File: config.mk
export PLATFORM = sky130hd
export DESIGN_NAME = brake_tilt_detector
export DESIGN_NICKNAME = d
export VERILOG_FILES = /design/src/rtl/brake_tilt_detector.sv
export SDC_FILE = /design/constraint.sdc
export NUM_CORES = 1
export LEC_CHECK = 0
export BUFFER_PORTS_ARGS = -buffer_cell sky130_fd_sc_hd__buf_2
export CORE_UTILIZATION = 54
export DETAILED_ROUTE_END_ITERATION = 10
export GPL_ROUTABILITY_DRIVEN = 0
export PLACE_DENSITY = 0.75
export SLEW_MARGIN = 10
export SYNTH_ARGS = -nofsm -noshare
export SYNTH_HDL_FRONTEND = slang
export SYNTH_SLANG_ARGS = --single-unit
File: constraint.sdc
create_clock -name sys_clk -period 2.4 [get_ports sys_clk]
set_input_delay 0.24 -clock sys_clk [delete_from_list [all_inputs] [get_ports sys_clk]]
set_output_delay 0.24 -clock sys_clk [all_outputs]
set_load 0.05 [all_outputs]
File: src/rtl/brake_tilt_detector.sv
// Block-averages accelerometer samples and derives debounced brake level, tilt status and freshness.
// Optional tilt path (z averaging, tilt counter, tilt_valid) is built only when BRAKE_TILT_DETECT_EN is defined.
module brake_tilt_detector #(
    parameter int unsigned AVG_LOG2     = 2,
    parameter logic [15:0] SOFT_TH      = 16'd200,
    parameter logic [15:0] HARD_TH      = 16'd600,
    parameter int unsigned HOLD_BLOCKS  = 4,
    parameter logic [15:0] TILT_TH      = 16'd300,
    parameter int unsigned TILT_BLOCKS  = 8,
    parameter int unsigned STALE_CYCLES = 100000
) (
    input  logic        sys_clk,
    input  logic        rst_n,
    input  logic        sample_valid,
    output logic        sample_ready,
    input  logic [15:0] sample_x,
    input  logic [15:0] sample_z,
    output logic [1:0]  brake_intensity,
    output logic        acc_valid,
    output logic        tilt_valid
);

    localparam int unsigned N      = 1 << AVG_LOG2;
    localparam int unsigned SUM_W  = 16 + AVG_LOG2;
    localparam int unsigned CNT_W  = (AVG_LOG2 > 0) ? AVG_LOG2 : 1;
    localparam int unsigned ST_W   = $clog2(STALE_CYCLES + 1);
    localparam int unsigned HOLD_W = $clog2(HOLD_BLOCKS + 1);

    typedef enum logic [1:0] {
        ST_INIT  = 2'd0,
        ST_RUN   = 2'd1,
        ST_STALE = 2'd2
    } state_t;

    state_t                   state_r, state_s;
    logic                     ready_r;
    logic [ST_W-1:0]          stale_cnt_r;
    logic signed [SUM_W-1:0]  sum_x_r;
    logic [CNT_W-1:0]         cnt_r;
    logic                     blk_done_r;
    logic                     cls_vld_r;
    logic [1:0]               cls_r;
    logic [1:0]               level_r, level_s;
    logic [HOLD_W-1:0]        hold_r, hold_s;
    logic                     acc_valid_r, acc_valid_s;
    logic                     accept_s, stale_hit_s, last_s;
    logic signed [15:0]       avg_x_s;
    logic signed [16:0]       avg_x_ext_s, decel_s;
    logic [1:0]               class_s;

    assign accept_s    = sample_valid && ready_r;
    assign last_s      = (cnt_r == CNT_W'(N - 1));
    // Limit is reached on this edge unless a sample is accepted on it.
    assign stale_hit_s = !accept_s && (state_r != ST_STALE) &&
                         (stale_cnt_r == ST_W'(STALE_CYCLES - 1));

    assign sample_ready    = ready_r;
    assign brake_intensity = level_r;
    assign acc_valid       = acc_valid_r;

    // Handshake: one bubble cycle after every accepted sample.
    always_ff @(posedge sys_clk or negedge rst_n) begin
        if (!rst_n) begin
            ready_r <= 1'b0;
        end else begin
            ready_r <= !accept_s;
        end
    end

    // Staleness timer, cleared by accepts and saturating at the limit.
    always_ff @(posedge sys_clk or negedge rst_n) begin
        if (!rst_n) begin
            stale_cnt_r <= '0;
        end else if (accept_s) begin
            stale_cnt_r <= '0;
        end else if (stale_cnt_r != ST_W'(STALE_CYCLES)) begin
            stale_cnt_r <= stale_cnt_r + ST_W'(1);
        end
    end

    // X accumulator and sample counter; the sum clears the cycle after the block completes.
    always_ff @(posedge sys_clk or negedge rst_n) begin
        if (!rst_n) begin
            sum_x_r    <= '0;
            cnt_r      <= '0;
            blk_done_r <= 1'b0;
        end else if (stale_hit_s) begin
            sum_x_r    <= '0;
            cnt_r      <= '0;
            blk_done_r <= 1'b0;
        end else if (accept_s) begin
            sum_x_r    <= sum_x_r + SUM_W'($signed(sample_x));
            cnt_r      <= last_s ? '0 : cnt_r + CNT_W'(1);
            blk_done_r <= last_s;
        end else if (blk_done_r) begin
            sum_x_r    <= '0;
            blk_done_r <= 1'b0;
        end
    end

    // Brake classification in 17-bit math so that -32768 negates without wrapping.
    always_comb begin
        avg_x_s     = 16'(sum_x_r >>> AVG_LOG2);
        avg_x_ext_s = 17'(avg_x_s);
        decel_s     = 17'sd0 - avg_x_ext_s;
        if (decel_s >= $signed({1'b0, HARD_TH})) begin
            class_s = 2'b11;
        end else if (decel_s >= $signed({1'b0, SOFT_TH})) begin
            class_s = 2'b01;
        end else begin
            class_s = 2'b00;
        end
    end

    // Registered block class, valid for one cycle after the block completes.
    always_ff @(posedge sys_clk or negedge rst_n) begin
        if (!rst_n) begin
            cls_vld_r <= 1'b0;
            cls_r     <= 2'b00;
        end else begin
            cls_vld_r <= blk_done_r && !stale_hit_s;
            if (blk_done_r) begin
                cls_r <= class_s;
            end
        end
    end

    // FSM state register.
    always_ff @(posedge sys_clk or negedge rst_n) begin
        if (!rst_n) begin
            state_r <= ST_INIT;
        end else begin
            state_r <= state_s;
        end
    end

    // FSM next-state logic.
    always_comb begin
        state_s = state_r;
        if (stale_hit_s) begin
            state_s = ST_STALE;
        end else begin
            case (state_r)
                ST_INIT:  state_s = cls_vld_r ? ST_RUN : ST_INIT;
                ST_RUN:   state_s = ST_RUN;
                ST_STALE: state_s = accept_s ? ST_INIT : ST_STALE;
                default:  state_s = ST_INIT;
            endcase
        end
    end

    // FSM output logic: brake level with hold-off debounce and freshness flag.
    always_comb begin
        level_s     = level_r;
        hold_s      = hold_r;
        acc_valid_s = acc_valid_r;
        if (stale_hit_s) begin
            level_s     = 2'b00;
            hold_s      = '0;
            acc_valid_s = 1'b0;
        end else if (cls_vld_r) begin
            acc_valid_s = 1'b1;
            if ((cls_r >= level_r) || (hold_r == HOLD_W'(HOLD_BLOCKS - 1))) begin
                level_s = cls_r;
                hold_s  = '0;
            end else begin
                level_s = level_r;
                hold_s  = hold_r + HOLD_W'(1);
            end
        end else begin
            acc_valid_s = acc_valid_r;
        end
    end

    // Output and hold registers.
    always_ff @(posedge sys_clk or negedge rst_n) begin
        if (!rst_n) begin
            level_r     <= 2'b00;
            hold_r      <= '0;
            acc_valid_r <= 1'b0;
        end else begin
            level_r     <= level_s;
            hold_r      <= hold_s;
            acc_valid_r <= acc_valid_s;
        end
    end

`ifdef BRAKE_TILT_DETECT_EN
    localparam int unsigned TILT_W = $clog2(TILT_BLOCKS + 1);

    logic signed [SUM_W-1:0] sum_z_r;
    logic signed [15:0]      avg_z_s;
    logic signed [16:0]      avg_z_ext_s;
    logic [16:0]             abs_z_s;
    logic                    tilted_s, tilted_r;
    logic [TILT_W-1:0]       tilt_cnt_r, tilt_cnt_s;
    logic                    tilt_valid_r, tilt_valid_s;

    assign tilt_valid = tilt_valid_r;

    // Z accumulator, cleared in lockstep with the x accumulator.
    always_ff @(posedge sys_clk or negedge rst_n) begin
        if (!rst_n) begin
            sum_z_r <= '0;
        end else if (stale_hit_s) begin
            sum_z_r <= '0;
        end else if (accept_s) begin
            sum_z_r <= sum_z_r + SUM_W'($signed(sample_z));
        end else if (blk_done_r) begin
            sum_z_r <= '0;
        end
    end

    // Tilt classification on the block magnitude of z.
    always_comb begin
        avg_z_s     = 16'(sum_z_r >>> AVG_LOG2);
        avg_z_ext_s = 17'(avg_z_s);
        if (avg_z_ext_s[16]) begin
            abs_z_s = 17'(17'sd0 - avg_z_ext_s);
        end else begin
            abs_z_s = 17'(avg_z_ext_s);
        end
        tilted_s = (abs_z_s < {1'b0, TILT_TH});
    end

    // Registered tilt class alongside the brake class.
    always_ff @(posedge sys_clk or negedge rst_n) begin
        if (!rst_n) begin
            tilted_r <= 1'b0;
        end else if (blk_done_r) begin
            tilted_r <= tilted_s;
        end
    end

    // Tilt debounce: saturating count of consecutive tilted blocks.
    always_comb begin
        tilt_cnt_s   = tilt_cnt_r;
        tilt_valid_s = tilt_valid_r;
        if (stale_hit_s) begin
            tilt_cnt_s   = '0;
            tilt_valid_s = 1'b0;
        end else if (cls_vld_r) begin
            if (tilted_r) begin
                if (tilt_cnt_r != TILT_W'(TILT_BLOCKS)) begin
                    tilt_cnt_s = tilt_cnt_r + TILT_W'(1);
                end else begin
                    tilt_cnt_s = tilt_cnt_r;
                end
                tilt_valid_s = (tilt_cnt_s == TILT_W'(TILT_BLOCKS));
            end else begin
                tilt_cnt_s   = '0;
                tilt_valid_s = 1'b0;
            end
        end else begin
            tilt_valid_s = tilt_valid_r;
        end
    end

    // Tilt counter and output register.
    always_ff @(posedge sys_clk or negedge rst_n) begin
        if (!rst_n) begin
            tilt_cnt_r   <= '0;
            tilt_valid_r <= 1'b0;
        end else begin
            tilt_cnt_r   <= tilt_cnt_s;
            tilt_valid_r <= tilt_valid_s;
        end
    end
`else
    logic [15:0] unused_z_s;

    assign unused_z_s = sample_z;
    assign tilt_valid = 1'b0;
`endif

endmodule

==> results of run 1 <==
## kinds of logic after synthesis
kind of cell | count (synthesis) | synth area share, %
AND/OR/NAND/NOR | 131 | 20.7
AO/OA/AOI/OAI | 75 | 15.7
buffers and inverters | 21 | 3.07
flip-flops | 50 | 40.4
adder cells (fa/ha/maj) | 25 | 10.4
multiplexers | 5 | 1.66
XOR/XNOR | 28 | 7.93
other | 1 | 0.121
## path summary, 6_finish.rpt
kind                         startpoint             end  slack, ps  cells past startpoint
max                         sum_x_r[11]     sum_x_r[15]         40                      7
min                        sample_valid      blk_done_r        200                      2
max reg2reg                 sum_x_r[11]     sum_x_r[15]         40                      7
min reg2reg                  state_r[1]      state_r[0]        440                      1
max in group asynchronous         rst_n  stale_cnt_r[6]       1230                      3
min in group asynchronous         rst_n       acc_valid        400                      2
## cells in the final DEF, fill, tap and decap left out, types with 3 or more instances in the layout
| master | n |
|---|---|
| buf_2 | 22 |
| buf_4 | 13 |
| dfrtp_1 | 50 |
| xnor2_1 | 14 |
| inv_1 | 12 |
| xor2_1 | 14 |
| nand3_1 | 13 |
| and4_1 | 3 |
| nor2_1 | 32 |
| mux2i_1 | 4 |
| nor4_1 | 3 |
| nor3_1 | 9 |
| o21ai_1 | 13 |
| nand4_1 | 4 |
| ha_1 | 20 |
| clkbuf_8 | 6 |
| a22o_1 | 3 |
| nand2_1 | 36 |
| and3_1 | 8 |
| nand2b_1 | 8 |
| a21oi_1 | 18 |
| ha_4 | 3 |
| a21o_1 | 4 |
| o21ai_0 | 13 |
| and2_1 | 5 |
## worst reg2reg max path, stage by stage (launching register included)
cell and delay (ps):
dfrtp_1 440, ha_1 400, nand3_1 100, o211ai_1 380
a2111oi_4 120, o41ai_1 560, xnor2_1 180, o21ai_1 80
## layer usage
metal	part of all wire [%]	track usage, %	up-vias	routed length [µm]
met3	2.8	3.53	6	184
met2	48	37.1	46	3130
met1	47	31.2	1183	3070
met5	0	0	-	0
met4	1.2	6.79	0	76
li1	-	-	1262	-
## sequential cells by signal, indices dropped and copies added (netlist names)
| register | flops |
|---|---|
| sum_x_r | 18 |
| stale_cnt_r | 17 |
| hold_r | 3 |
| brake_intensity | 2 |
| cls_r | 2 |
| cnt_r | 2 |
| state_r | 2 |
| acc_valid | 1 |
| blk_done_r | 1 |
| cls_vld_r | 1 |
| sample_ready | 1 |
## metrics by stage
stage,worst slack (ps),cells,utilization [%]
finish,36.1,443,64.4
global route,-35.4,443,64.4
CTS,6.74,442,62.6
detailed placement,19.5,433,60.6
global placement,58.7,433,60.6
floorplan,181,336,-
## where the power goes
part           total [W]  switching (W)  leakage, nW  internal [W]
Combinational    0.00205        0.00112        0.928      0.000930
Clock           0.000514       0.000281       0.0472      0.000232
Sequential       0.00130       0.000226        0.637       0.00107
## layout make-up
class                      instances  area share [%]
clock buffer                       6            2.33
clock inverter                     2           0.353
inverter                          12            1.27
multi-input combinational        265            52.1
sequential                        50            35.3
tap                               72            2.54
timing repair buffer              36            6.14
## timing repair
action	4_1_cts	5_1_grt
hold endpoints to repair	19	0
resized for setup	1	13
hold buffers	1	0
pin swaps	0	5
setup endpoints to repair	1	6
setup buffers	0	1
==> run_results.csv, run 1 <==
group,metric,value,unit
synthesis,synth_area,3090,µm²
power,power.density,1090,nW/µm²
timing,fin_crit,2360,ps
cts,insertion_delay,300,ps
power,power,0.00387,W
synthesis,synth.top_cells.by_count,"dfrtp_1 (50), nand2_1 (36), nor2_1 (32), ha_1 (24), a21oi_1 (20)",
routing,drt_iter0_drc,140,
timing,finalMaxSlewViolations,0,
floorplanning,die_area,6040,µm²
setup_path,slowest_delay,560,ps
timing,period_share,98.5,%
synthesis,syn_inst,336,
layout,regArea,1250,µm²
floorplanning,die-height,77.7,µm
setup_path,worstPathArrival,2550,ps
setup_path,start_kind,"flip-flop",
status,status,"completed",
setup_path,critPathMaxFanout,6,
layout,final_area,3550,µm²
synthesis,syn-num-nets,396,
placement,hpwl,4.63,mm
setup_path,cp_slowest_cell,"o41ai_1",
setup_path,endpoint_kind,"flip-flop",
cts,root_buffer,"clkbuf_8",
placement,place_area,3330,µm²
synthesis,ys.warnings.count,0,
synthesis,synth_area_leaders,"dfrtp_1 (40%), ha_1 (9.7%), nand2_1 (4.4%)",
synthesis,synth_top_area_share,40.4,%
setup_path,path_cells,"ha_1 > nand3_1 > o211ai_1 > a2111oi_4 > o41ai_1 > xnor2_1 > o21ai_1",
synthesis,yosysMostFrequentCell,"dfrtp_1",
job,max-cap-violations,0,
timing,hold_slack,205,ps
global_routing,grt_pass1_wl,10.9,mm
timing,finalSetupViolations,0,
layout,post_route_cells_drive_above_1_share,16.7,%
synthesis,ys_ff_latch,50,
synthesis,avgSynthCellArea,9.21,µm²
floorplanning,ioPinCount,40,
cts,clkSinkCount,50,
synthesis,synthFlopType,"dfrtp_1",
timing,fin_worst_skew,6.03,ps
routing,vias,2497,
power,p_leak,1.61,nW
timing,fin_tns_setup,0,ps
cts,h-tree-depth,2,
global_routing,grt_max_degree,32,
cts,clkTransAtPathRegs,90,ps
floorplanning,fp.coreArea,5510,µm²
layout,multi_input_area,1850,µm²
routing,viasPerCell,5.64,
global_routing,grt_use_total,22.7,%
synthesis,synth_top_cell_by_area,"dfrtp_1",
routing,routedWlPerCell,14.6,µm
synthesis,synth_edf_count,0,
timing,hold_viol,0,
layout,area_growth,14.6,%
cts,cts_tree,"done",
floorplanning,floorplan.initialDensity,56.2,%
global_routing,antenna_found_initial,0,
timing,fmax,0.423,GHz
setup_path,crit_family,"compound AO/OA/AOI/OAI gates",
synthesis,ys_seq_area_share,40.4,%
power,ir_worst_vdd,0.638,mV
routing,first_pass_iters,4,
cts,clk_path_buf_depth,2,
global_routing,overflow,0,
setup_path,crit_type,"flip-flop to flip-flop",
placement,port_buffers,22,
hold_path,min-delay-path-class,"input pin to flip-flop",
setup_path,required,2590,ps
layout,fillCellCount,462,
timing,tightest_slew,772,ps
layout,finalNetCount,430,
global_routing,first_global_vias,2414,
cts,cts-buffers-inserted,5,
timing,maxSlewHeadroom,48.4,%
synthesis,synth_cell_types,53,
synthesis,ys_async_sr_fraction,100,%
routing,drc,0,
setup_path,critPathBufInv,0,
floorplanning,fp-row-count,27,
routing,wl,6.46,mm
floorplanning,die_width,77.7,µm
routing,ant_nets,0,
layout,antenna_cells,0,
No activity file was read; power rests on OpenSTA's default activity.
==> run 2: changes to the inputs <==
- CTS_CLUSTER_SIZE: default -> 28
- SETUP_SLACK_MARGIN: default -> 0.5
==> run 2 against run 1 <==
Net effect: total power rose by 14%; die area stayed put; flip-flop and latch count stayed put; highest routed layer unchanged.
==> run_results.csv, run 2 (same netlist as run 1, synthesis figures left out) <==
group,metric,value,unit
status,status,"completed",
cts,h-tree-depth,2,
setup_path,start_kind,"flip-flop",
setup_path,endpoint_kind,"flip-flop",
power,power.density,1130,nW/µm²
global_routing,antenna_found_initial,0,
cts,cts_tree,"done",
routing,drc,0,
routing,drt_iter0_drc,119,
layout,area_growth,26.9,%
timing,hold_viol,0,
cts,clk_path_buf_depth,2,
layout,largest_reg_flops,18,
global_routing,first_global_vias,2554,
setup_path,startpoint,"sum_x_r[7]",
floorplanning,fp.coreArea,5510,µm²
timing,fin_tns_setup,0,ps
timing,grt_setup_unrepaired,"true",
job,max-cap-violations,0,
layout,final_cell_mix,"dfrtp_1 (43), nand2_1 (36), nor2_1 (32), buf_2 (22), buf_4 (21)",
global_routing,grt_max_degree,34,
timing,finalSetupViolations,0,
setup_path,r2r_setup_slack,190,ps
cts,clkSinkCount,50,
cts,root_buffer,"clkbuf_8",
setup_path,critPathMaxFanout,5,
cts,insertion_delay,300,ps
timing,fin_worst_skew,14.2,ps
floorplanning,ioPinCount,40,
power,p_leak,1.72,nW
hold_path,min_to,"blk_done_r",
placement,port_buffers,22,
timing,fmax,0.452,GHz
hold_path,min-delay-start,"sample_valid",
routing,vias,2665,
layout,final_area,3930,µm²
floorplanning,die-height,77.7,µm
timing,fin_crit,2210,ps
cts,clkTransAtPathRegs,90,ps
setup_path,critPathBufInv,0,
timing,period_share,92.2,%
routing,wl,7.16,mm
placement,place_area,3380,µm²
power,ir_worst_vdd,0.817,mV
layout,post_route_cells_drive_above_1_share,28.1,%
setup_path,slowest_delay,510,ps
layout,reg.largest.list,"sum_x_r: 18 flops, stale_cnt_r: 17 flops, hold_r: 3 flops",
hold_path,min-delay-path-class,"input pin to flip-flop",
floorplanning,die_width,77.7,µm
setup_path,cp_slowest_cell,"or4_1",
routing,routedWlPerCell,15.7,µm
setup_path,rr_startpoint,"sum_x_r[7]",
setup_path,crit_family,"simple AND/OR/NAND/NOR gates",
global_routing,grt_use_total,24.2,%
floorplanning,fp-row-count,27,
floorplanning,floorplan.initialDensity,56.2,%
routing,first_pass_iters,4,
layout,largest_register,"sum_x_r",
routing,viasPerCell,5.83,
timing,finalMaxSlewViolations,0,
routing,ant_nets,0,
floorplanning,die_area,6040,µm²
hold_path,hold_path_depth,2,
setup_path,worstPathArrival,2460,ps
setup_path,crit_type,"flip-flop to flip-flop",
cts,cts-buffers-inserted,5,
global_routing,overflow,0,
setup_path,regToRegEndpoint,"sum_x_r[17]",
layout,antenna_cells,0,
setup_path,required,2640,ps
setup_path,rr_worst_depth,7,
global_routing,grt_pass1_wl,11.6,mm
placement,hpwl,4.54,mm
layout,layout_commonest_cell,"dfrtp_1",
layout,finalNetCount,445,
setup_path,path_cells,"ha_1 > a21oi_2 > o211ai_1 > nor4_2 > nor3_2 > or4_1 > nand3_1",
-- run 2: cell count changes in the layout (fill, tap and decap cells not counted), moves of 4 or more --
cell and delta:
buf_4 +8, dfrtp_1 -7, dfrtp_2 +7, ha_4 +7
ha_1 -6, a21oi_1 -4, a21oi_2 +4, buf_6 +4
o21ai_0 -4
-- run 2: power by group --
part           internal (W)  total [W]  switching [W]  leakage [nW]
logic               0.00127    0.00261        0.00134          1.06
clock network      0.000200   0.000468       0.000267        0.0373
registers           0.00108    0.00135       0.000263         0.629
-- run 2: worst max path at each step --
| stage | end | cells after the start |
|---|---|---|
| 4_1_cts | sum_x_r[17] | 7 |
| 2_1_floorplan | sum_x_r[17] | 7 |
| 6_report | sum_x_r[17] | 7 |
| 3_5_place_dp | sum_x_r[17] | 7 |
| 5_1_grt | sum_x_r[17] | 7 |
| 3_3_place_gp | sum_x_r[17] | 7 |
-- run 2: layout make-up --
class / instances / area, µm²
multi-input combinational: 265 / 2060
fill: 403 / 1580
sequential: 50 / 1260
timing repair buffer: 51 / 393
tap: 72 / 90.1
clock buffer: 6 / 72.6
inverter: 12 / 45.0
clock inverter: 1 / 7.51
-- run 2: metal layers --
| metal | wire (µm) | vias to the layer above | track usage, % | share of wire, % |
|---|---|---|---|---|
| met5 | 0 | - | 0 | 0 |
| met3 | 205 | 7 | 3.06 | 2.9 |
| met1 | 3290 | 1322 | 32.7 | 46 |
| met2 | 3600 | 49 | 40.6 | 50 |
| li1 | - | 1287 | - | - |
| met4 | 61 | 0 | 7.17 | 0.85 |
-- run 2: per-stage QoR --
| step | power [W] | hold WS (ps) | setup WS (ps) | std cells | utilization (%) |
|---|---|---|---|---|---|
| 4_1_cts | 0.00412 | 209 | 196 | 447 | 67.7 |
| 2_1_floorplan | 0.00285 | -55.6 | 348 | 336 | - |
| 6_report | 0.00443 | 205 | 187 | 457 | 71.3 |
| 5_1_grt | 0.00474 | 199 | 92.3 | 457 | 71.3 |
| 3_3_place_gp | 0.00319 | 185 | 187 | 425 | 61.4 |
| 3_5_place_dp | 0.00326 | 194 | 166 | 425 | 61.4 |
-- run 2: repair_timing --
action,CTS,global route
resized for setup,26,18
setup buffers,14,7
setup endpoints to repair,28,23
endpoints found under the hold margin,17,0
gates cloned,0,3
hold buffers,1,0
pin swaps,15,17
==> run 3: changes to the inputs <==
- clock period: 2.4 -> 2.3 ns (I/O delays scaled with it)
==> run 3 against run 2 <==
Net effect: utilization is 2.6 points higher; clock power is 16% higher; die area stayed put; critical endpoint unchanged; clock-buffer cell count stayed put; fmax is 0.95% lower; cell count is 2.2% higher; clock skew is 2.7 ps lower.
==> run_results.csv, run 3 (same netlist as run 1, synthesis figures left out) <==
group,metric,value,unit
cts,h-tree-depth,2,
routing,drt_iter0_drc,150,
setup_path,slowest_delay,530,ps
job,max-cap-violations,0,
floorplanning,die_width,77.7,µm
timing,fmax,0.447,GHz
power,power,0.00477,W
routing,vias,2717,
routing,first_pass_iters,4,
setup_path,cp_slowest_cell,"or4_1",
timing,finalSetupViolations,0,
power,ir_worst_vdd,0.885,mV
hold_path,min-delay-path-class,"input pin to asynchronous set/reset pin",
routing,drc,0,
placement,place_inst,430,
global_routing,use_met1,34.1,%
setup_path,critPathMaxFanout,5,
setup_path,worstPathArrival,2480,ps
placement,hpwl,4.53,mm
power,p_leak,1.82,nW
setup_path,path_depth,7,
cts,cts-buffers-inserted,5,
routing,ant_nets,0,
timing,period_share,97.2,%
setup_path,crit_type,"flip-flop to flip-flop",
setup_path,r2r_setup_slack,70,ps
layout,stdcell_count,467,
timing,grt_setup_unrepaired,"true",
global_routing,gr-usage-met2,43.7,%
setup_path,rr_startpoint,"sum_x_r[6]",
status,status,"completed",
layout,area_growth,31.6,%
global_routing,antenna_found_initial,0,
routing,wl,7.57,mm
timing,hold_viol,0,
timing,maxSlewHeadroom,57.7,%
layout,post_route_cells_drive_above_1_share,32.4,%
cts,clkSinkCount,50,
cts,root_buffer,"clkbuf_8",
layout,antenna_cells,0,
global_routing,first_global_vias,2648,
floorplanning,fp-row-count,27,
layout,utilization,73.9,%
setup_path,critPathBufInv,0,
layout,reg.largest.list,"sum_x_r: 18 flops, stale_cnt_r: 17 flops, hold_r: 3 flops",
floorplanning,die-height,77.7,µm
timing,fin_worst_skew,11.5,ps
floorplanning,ioPinCount,40,
layout,layout_commonest_cell,"dfrtp_1",
timing,fin_crit,2230,ps
cts,holdBufCountCts,0,
layout,largest_reg_flops,18,
setup_path,path_cells,"ha_4 > a21oi_4 > o211ai_2 > a2111oi_4 > nor3_2 > or4_1 > nand3_1",
cts,clk_path_buf_depth,2,
routing,routedWlPerCell,16.2,µm
cts,clkTransAtPathRegs,90,ps
setup_path,regToRegEndpoint,"sum_x_r[17]",
floorplanning,die_area,6040,µm²
layout,final_cell_mix,"dfrtp_1 (43), nand2_1 (35), nor2_1 (32), buf_4 (28), buf_2 (22)",
global_routing,grt_pass1_wl,12.3,mm
setup_path,startpoint,"sum_x_r[6]",
global_routing,grt_use_total,25.7,%
global_routing,overflow,0,
global_routing,grtUsageMet3,4.00,%
setup_path,endpoint_kind,"flip-flop",
floorplanning,fp.coreArea,5510,µm²
global_routing,grt.busiest_layer,"met2",
floorplanning,floorplan.initialDensity,56.2,%
layout,largest_register,"sum_x_r",
setup_path,start_kind,"flip-flop",
layout,finalNetCount,454,
timing,tightest_slew,635,ps
cts,insertion_delay,310,ps
placement,port_buffers,22,
global_routing,grt_max_degree,51,
timing,finalMaxSlewViolations,0,
cts,cts_tree,"done",
setup_path,crit_family,"compound AO/OA/AOI/OAI gates",
power,power.density,1170,nW/µm²
routing,viasPerCell,5.82,
setup_path,rr_worst_depth,7,
setup_path,required,2550,ps
setup_path,endpoint,"sum_x_r[17]",
timing,hold_slack,13.1,ps
run 3: metrics by stage:
| step | setup TNS (ps) | setup slack, ps | instance area [µm²] |
|---|---|---|---|
| 3_5_place_dp | 0 | 99.5 | 3420 |
| 3_3_place_gp | 0 | 110 | 3420 |
| 6_report | 0 | 65.3 | 4070 |
| 4_1_cts | 0 | 108 | 3800 |
| 2_1_floorplan | 0 | 248 | 3210 |
| 5_1_grt | -66.4 | -66.4 | 4070 |
run 3: how the worst min path moves through the flow:
| stage | cells after the start | startpoint | slack (ps) | endpoint |
|---|---|---|---|---|
| final | 2 | rst_n | 10 | sum_x_r[1] |
| after global routing | 2 | rst_n | 80 | brake_intensity[0] |
| after CTS | 2 | rst_n | 40 | hold_r[1] |
| after detailed placement | 2 | rst_n | 380 | hold_r[1] |
| after global placement | 2 | rst_n | 370 | sum_x_r[1] |
| after floorplan | 0 | rst_n | -70 | acc_valid |
run 3: power by group:
part           switching [W]  internal (W)  total [W]
Combinational        0.00144       0.00137    0.00282
Clock               0.000302      0.000242   0.000544
Sequential          0.000283       0.00113    0.00141
run 3: layout make-up:
type	count	area (µm²)
Multi-Input combinational cell	268	2180
Fill cell	381	1440
Sequential cell	50	1260
Timing Repair Buffer	57	399
Tap cell	72	90.1
Clock buffer	6	82.6
Inverter	12	45.0
Clock inverter	2	12.5
run 3: layer usage:
layer	routed length, µm	share of wire [%]
met1	3350	44
met2	3860	51
met3	262	3.5
met4	93	1.2
met5	0	0
run 3: what timing repair did:
action | 4_1_cts | 5_1_grt
setup buffers | 12 | 14
endpoints found under the hold margin | 0 | 0
pin swaps | 15 | 25
gates resized for setup | 29 | 33
endpoints found under the setup margin | 31 | 26
gates cloned | 2 | 1
